### src/rtl/lb_key_events_pkg.sv
// Shared definitions for the key-event front end: FSM encoding and board-clock tick default.
package lb_key_events_pkg;

    localparam int unsigned TICK_DIV_DEFAULT = 1000000;
    localparam int unsigned TICK_W_DEFAULT   = 20;

    typedef enum logic [1:0] {
        IDLE   = 2'b00,
        HOLD   = 2'b01,
        REPEAT = 2'b10
    } key_state_e;

endpackage

### src/rtl/lb_key_events_tick_gen.sv
// lb_tick_gen: free-running prescaler 0..TICK_DIV-1 with synchronous clear; tick on the last count.
module lb_tick_gen
    import lb_key_events_pkg::*;
#(
    parameter int unsigned TICK_DIV = TICK_DIV_DEFAULT,
    parameter int unsigned TICK_W   = TICK_W_DEFAULT
) (
    input  logic clk,
    input  logic reset,
    input  logic clear,
    output logic tick
);
    localparam logic [TICK_W-1:0] LAST = TICK_W'(TICK_DIV - 1);

    logic [TICK_W-1:0] count;

    assign tick = (count == LAST);

    always_ff @(posedge clk or negedge reset) begin
        if (!reset) begin
            count <= '0;
        end else if (clear || tick) begin
            count <= '0;
        end else begin
            count <= count + TICK_W'(1);
        end
    end
endmodule

### config.mk
export PLATFORM = sky130hd
export DESIGN_NAME = lb_tick_gen
export DESIGN_NICKNAME = d
export VERILOG_FILES = /design/src/rtl/lb_key_events_pkg.sv /design/src/rtl/lb_key_events_tick_gen.sv
export SDC_FILE = /design/constraint.sdc
export NUM_CORES = 1
export LEC_CHECK = 0
export CAP_MARGIN = 20
export CORE_MARGIN = 1.5
export CORE_UTILIZATION = 45
export CTS_CLUSTER_SIZE = 30
export DETAILED_ROUTE_END_ITERATION = 12
export GPL_TIMING_DRIVEN = 0
export HOLD_SLACK_MARGIN = 0.15
export SLEW_MARGIN = 20
export SYNTH_ARGS = -nofsm -noshare
export SYNTH_HDL_FRONTEND = slang
export SYNTH_SLANG_ARGS = --single-unit
export TNS_END_PERCENT = 1
### constraint.sdc
create_clock -name clk -period 2.8 [get_ports clk]
set_input_delay 0.42 -clock clk [delete_from_list [all_inputs] [get_ports clk]]
set_output_delay 0.42 -clock clk [all_outputs]
set_load 0.02 [all_outputs]
==> Word-level counts from Yosys, hierarchy flattened <==
Index checks and enable logic that the tools add are counted.
{ "totals": {"output_inout_bits": 1, "word_cells": 5, "input_bits": 3, "reg_bits": 20} }
{ "op_classes": {"n_reduce_logical": 1, "eq_ne": 1, "n_addsub": 1, "mux": 1} }
{ "op_table": {"columns": ["cell", "n"], "rows": [
  ["adder 20 x 1 -> 20 bit, second input constant", 1],
  ["== test 20 bit, second input constant", 1],
  ["two-way mux 20 bit", 1],
  ["logical OR 1 bit", 1]
]} }

==> Longest topological paths before layout <==
Gate-level depths: netlist (run 1).
{ "logic_depth": {"ltp_word": 3, "mapped_depth": 5, "mapped_depth_nobuf": 5} }

==> Worst setup path before layout (run 1) <==
No wires, ideal clock.
{ "synth_path": {"path_kind": "flip-flop to output port", "from": "register count[16]", "to": "output tick", "path_stages_with_launch": 4, "path_buffers": 0, "required_ns": 2.380, "t_arrival_ns": 1.328, "path_slack_ns": 1.052, "cell_sequence": "dfrtp_1 > nand3_1 > or3_1 > nor3_1"} }
{ "synth_between": {"elab_chain_cells": 1} }
{ "synth_lines": {"columns": ["element", "line_no", "text"], "rows": [
  ["from (decl)", "lb_key_events_tick_gen.sv:15", "logic [TICK_W-1:0] count;"],
  ["from (signal assigned)", "lb_key_events_tick_gen.sv:25", "count <= count + TICK_W'(1);"],
  ["== test 20 bit", "lb_key_events_tick_gen.sv:17", "assign tick = (count == LAST);"],
  ["to (decl)", "lb_key_events_tick_gen.sv:11", "output logic tick"]
]} }
No other way between the ends.

==> Worst setup path in the final report (run 1) <==
{ "layout_path": {"from": "register count[11]", "to": "output tick"} }
Same word-level chain as after synthesis.

==> impl_metrics.csv, run 1 <==
group,metric,value,unit
worst_hold_path,holdPathStages,1,
power_and_ir_drop,p_int,0.000350,W
clock_network,cts_buffer_depth,2,
sta,skew,0.00175,ns
floorplan,rows,17,
run_status,outcome,"complete, no violations",
worst_setup_path,reg2reg_from,"count[0]$_DFF_PN0_",
grt,grt_max_degree,21,
yosys,seq_area_frac_synth,0.490,
worst_setup_path,ff2ff_path_depth,5,
power_and_ir_drop,power_density,411,mW/mm^2
placed_design,port_buffers,3,
worst_hold_path,hold_path_class,"reg2reg",
drt,vias,767,
worst_setup_path,crit_path_end_kind,"output pin",
clock_network,htree_levels,1,
sta,finalCriticalPeriod,2.50,ns
layout,final_cell_area,0.00111,mm^2
drt,via_per_inst,5.52,
worst_setup_path,cp-start-kind,"flip-flop",
clock_network,cts-root-buf,"clkbuf_4",
sta,worst_pin_slew,0.916,ns
sta,fmax,0.399,GHz
power_and_ir_drop,p_sw,0.000106,W
worst_hold_path,hold_end,"count[0]$_DFF_PN0_",
yosys,ys_types,22,
sta,maxSlewViolCount,0,
sta,relSlewSlack,0.387,
worst_setup_path,path_class,"reg2out",
power_and_ir_drop,finalPower,0.000456,W
yosys,synth_area_per_cell,9.72,um^2
worst_hold_path,worstHoldStart,"count[0]$_DFF_PN0_",
yosys,syn_inst,105,
job,cap_violations,0,
sta,setup_viol,0,
yosys,ys_warn_count,0,
drt,finalWirelength,1970,um
grt,grt_usage,0.190,
layout,diodes,0,
floorplan,coreArea,0.00217,mm^2
grt,grt_antenna_before_repair,0,
floorplan,die_area,0.00256,mm^2
clock_network,cts.sinks,20,
power_and_ir_drop,seqPwrFrac,0.649,
floorplan,die_y,50.6,um
power_and_ir_drop,pwr-share-clk,0.303,
worst_setup_path,arrival,2.08,ns
drt,drtPass1Iterations,4,
drt,ant_nets,0,
yosys,synth_seq_cells,20,
clock_network,clk_pin_slew,0.11,ns
placed_design,place_hpwl,1360,um
clock_network,cts_setup_buffers,0,
sta,hold_viol,0,
worst_setup_path,crit_fanout,3,
worst_setup_path,cp_data_required_time,2.38,ns
power_and_ir_drop,ir_worst_vdd,228,uV
grt,grt_overflow,0,
layout,regArea,500,um^2
floorplan,pin_count,4,
power_and_ir_drop,leakage,0.455,nW
drt,detail_route.wl_per_cell,14.1,um
clock_network,clk_latency,0.30,ns
power_and_ir_drop,switching_share,0.233,
layout,fillers,218,
drt,drc,0,
power_and_ir_drop,power_frac_comb,0.047,
floorplan,die_w,50.6,um
layout,area_delta_synth_final,8.58,%
grt,grt_pass1_wl,3570,um
layout,layout-drive-gt1-share,0.0901,
worst_setup_path,r2r_slack,0.93,ns
layout,multi_input_comb_area,487,um^2
clock_network,cts_buffers,3,
sta,finalCritPeriodShare,0.894,
sta,rsz0062_at_grt,"no",
yosys,synth_nets,109,
clock_network,ctsResizeCount,0,
clock_network,holdBufCountCts,0,
worst_setup_path,r2r_end,"count[18]$_DFF_PN0_",
layout,fin_nets,117,
yosys,syn_area,0.00102,mm^2
layout,largest_register_ffs,20,
drt,dr.first_iter.drc_count,19,
sta,fin_setup_tns,0,ns
placed_design,routabilityCongestion,0.809,
grt,grt_pass1_vias,752,
clock_network,cts_tree,"built",
layout,top_regs,"count x20",
placed_design,place_area,0.00109,mm^2
floorplan,start_util,0.471,
layout,regMostFlops,"count",
cells by family after synthesis:
logic type,count (synthesis),synth area share
AND/OR/NAND/NOR,53,0.287
flip-flops,20,0.490
XOR/XNOR,14,0.120
AO/OA/AOI/OAI,9,0.0576
buffers and inverters,8,0.0331
adder cells (fa/ha/maj),1,0.0123
cell usage after synthesis, drive strengths merged:
cell type / count / area, um^2
a21oi: 4 / 20.0
nor4: 4 / 25.0
xnor2: 8 / 70.1
and4: 1 / 8.76
ha: 1 / 12.5
buf: 3 / 15.0
inv: 5 / 18.8
or2: 1 / 8.76
or4: 3 / 22.5
nor3: 3 / 15.0
and3: 2 / 12.5
a31o: 1 / 8.76
nand4: 7 / 65.1
xor2: 6 / 52.6
nor2: 18 / 67.6
nand2: 4 / 15.0
o31ai: 4 / 30.0
nand3: 8 / 40.0
dfrtp: 20 / 500
or3: 2 / 12.5
critical path: stages, from the launching register on:
cell and delay (ns):
dfrtp_1 0.46, nor4_1 0.32, nand4_1 0.18, nor3_1 0.19
clkdlybuf4s50_1 0.63
layout make-up:
class | instances | area share
Buffer | 3 | 0.0135
Clock buffer | 3 | 0.0203
Inverter | 5 | 0.0169
Multi-Input combinational cell | 77 | 0.439
Sequential cell | 20 | 0.451
Tap cell | 28 | 0.0316
Timing Repair Buffer | 3 | 0.0271
placed cells by master (no fill, tap or decap), drive strengths merged, types with 3 or more instances in the layout:
master	netlist	layout
nor4	4	4
nor3	3	3
or4	3	3
clkdlybuf4s50	0	3
nand3	8	8
xor2	6	6
o31ai	4	4
xnor2	8	8
inv	5	5
buf	3	3
nor2	18	18
nand4	7	7
a21oi	4	4
nand2	4	4
dfrtp	20	20
clkbuf	0	3
power by group through the flow:
| stage | Sequential (W) | Combinational [W] | Clock, W |
|---|---|---|---|
| finish | 0.000296 | 0.0000215 | 0.000138 |
| global route | 0.000297 | 0.0000255 | 0.000154 |
| CTS | 0.000296 | 0.0000223 | 0.000145 |
| detailed placement | 0.000302 | 0.0000222 | 0 |
| global placement | 0.000301 | 0.0000220 | 0 |
| floorplan | 0.000301 | 0.0000106 | 0 |
how the worst max path moves through the flow:
stage,from,endpoint,slack [ns],cells after the start
final,count[11]$_DFF_PN0_,tick,0.30,4
after global routing,count[10]$_DFF_PN0_,tick,0.15,4
after CTS,count[11]$_DFF_PN0_,tick,0.26,4
after detailed placement,count[11]$_DFF_PN0_,tick,0.62,4
after global placement,count[16]$_DFF_PN0_,tick,0.66,4
after floorplan,count[16]$_DFF_PN0_,tick,1.05,3
through the flow:
step	hold WS (ns)	util	std cells	setup slack, ns
6_report	0.493	0.511	139	0.296
5_1_grt	0.555	0.511	139	0.153
4_1_cts	0.499	0.511	139	0.261
3_5_place_dp	0.483	0.501	136	0.623
3_3_place_gp	0.470	0.501	136	0.659
2_1_floorplan	0.124	-	105	1.05
layer usage:
metal / GRT usage / part of all wire
met1: 0.257 / 0.52
met4: 0.117 / 0.027
met3: 0.0357 / 0.021
met5: 0 / 0
met2: 0.281 / 0.43
Note: power is estimated with default switching activity, not from simulation.
==> run 2: changes to the inputs <==
--- a/config.mk
+++ b/config.mk
@@ -12,7 +12,7 @@
 export DETAILED_ROUTE_END_ITERATION = 12
 export GPL_TIMING_DRIVEN = 0
 export HOLD_SLACK_MARGIN = 0.15
-export SLEW_MARGIN = 20
+export SLEW_MARGIN = 10
 export SYNTH_ARGS = -nofsm -noshare
 export SYNTH_HDL_FRONTEND = slang
 export SYNTH_SLANG_ARGS = --single-unit
==> results of run 2 <==
Same layout as run 1: the final DEF is identical, and so are final timing and power.
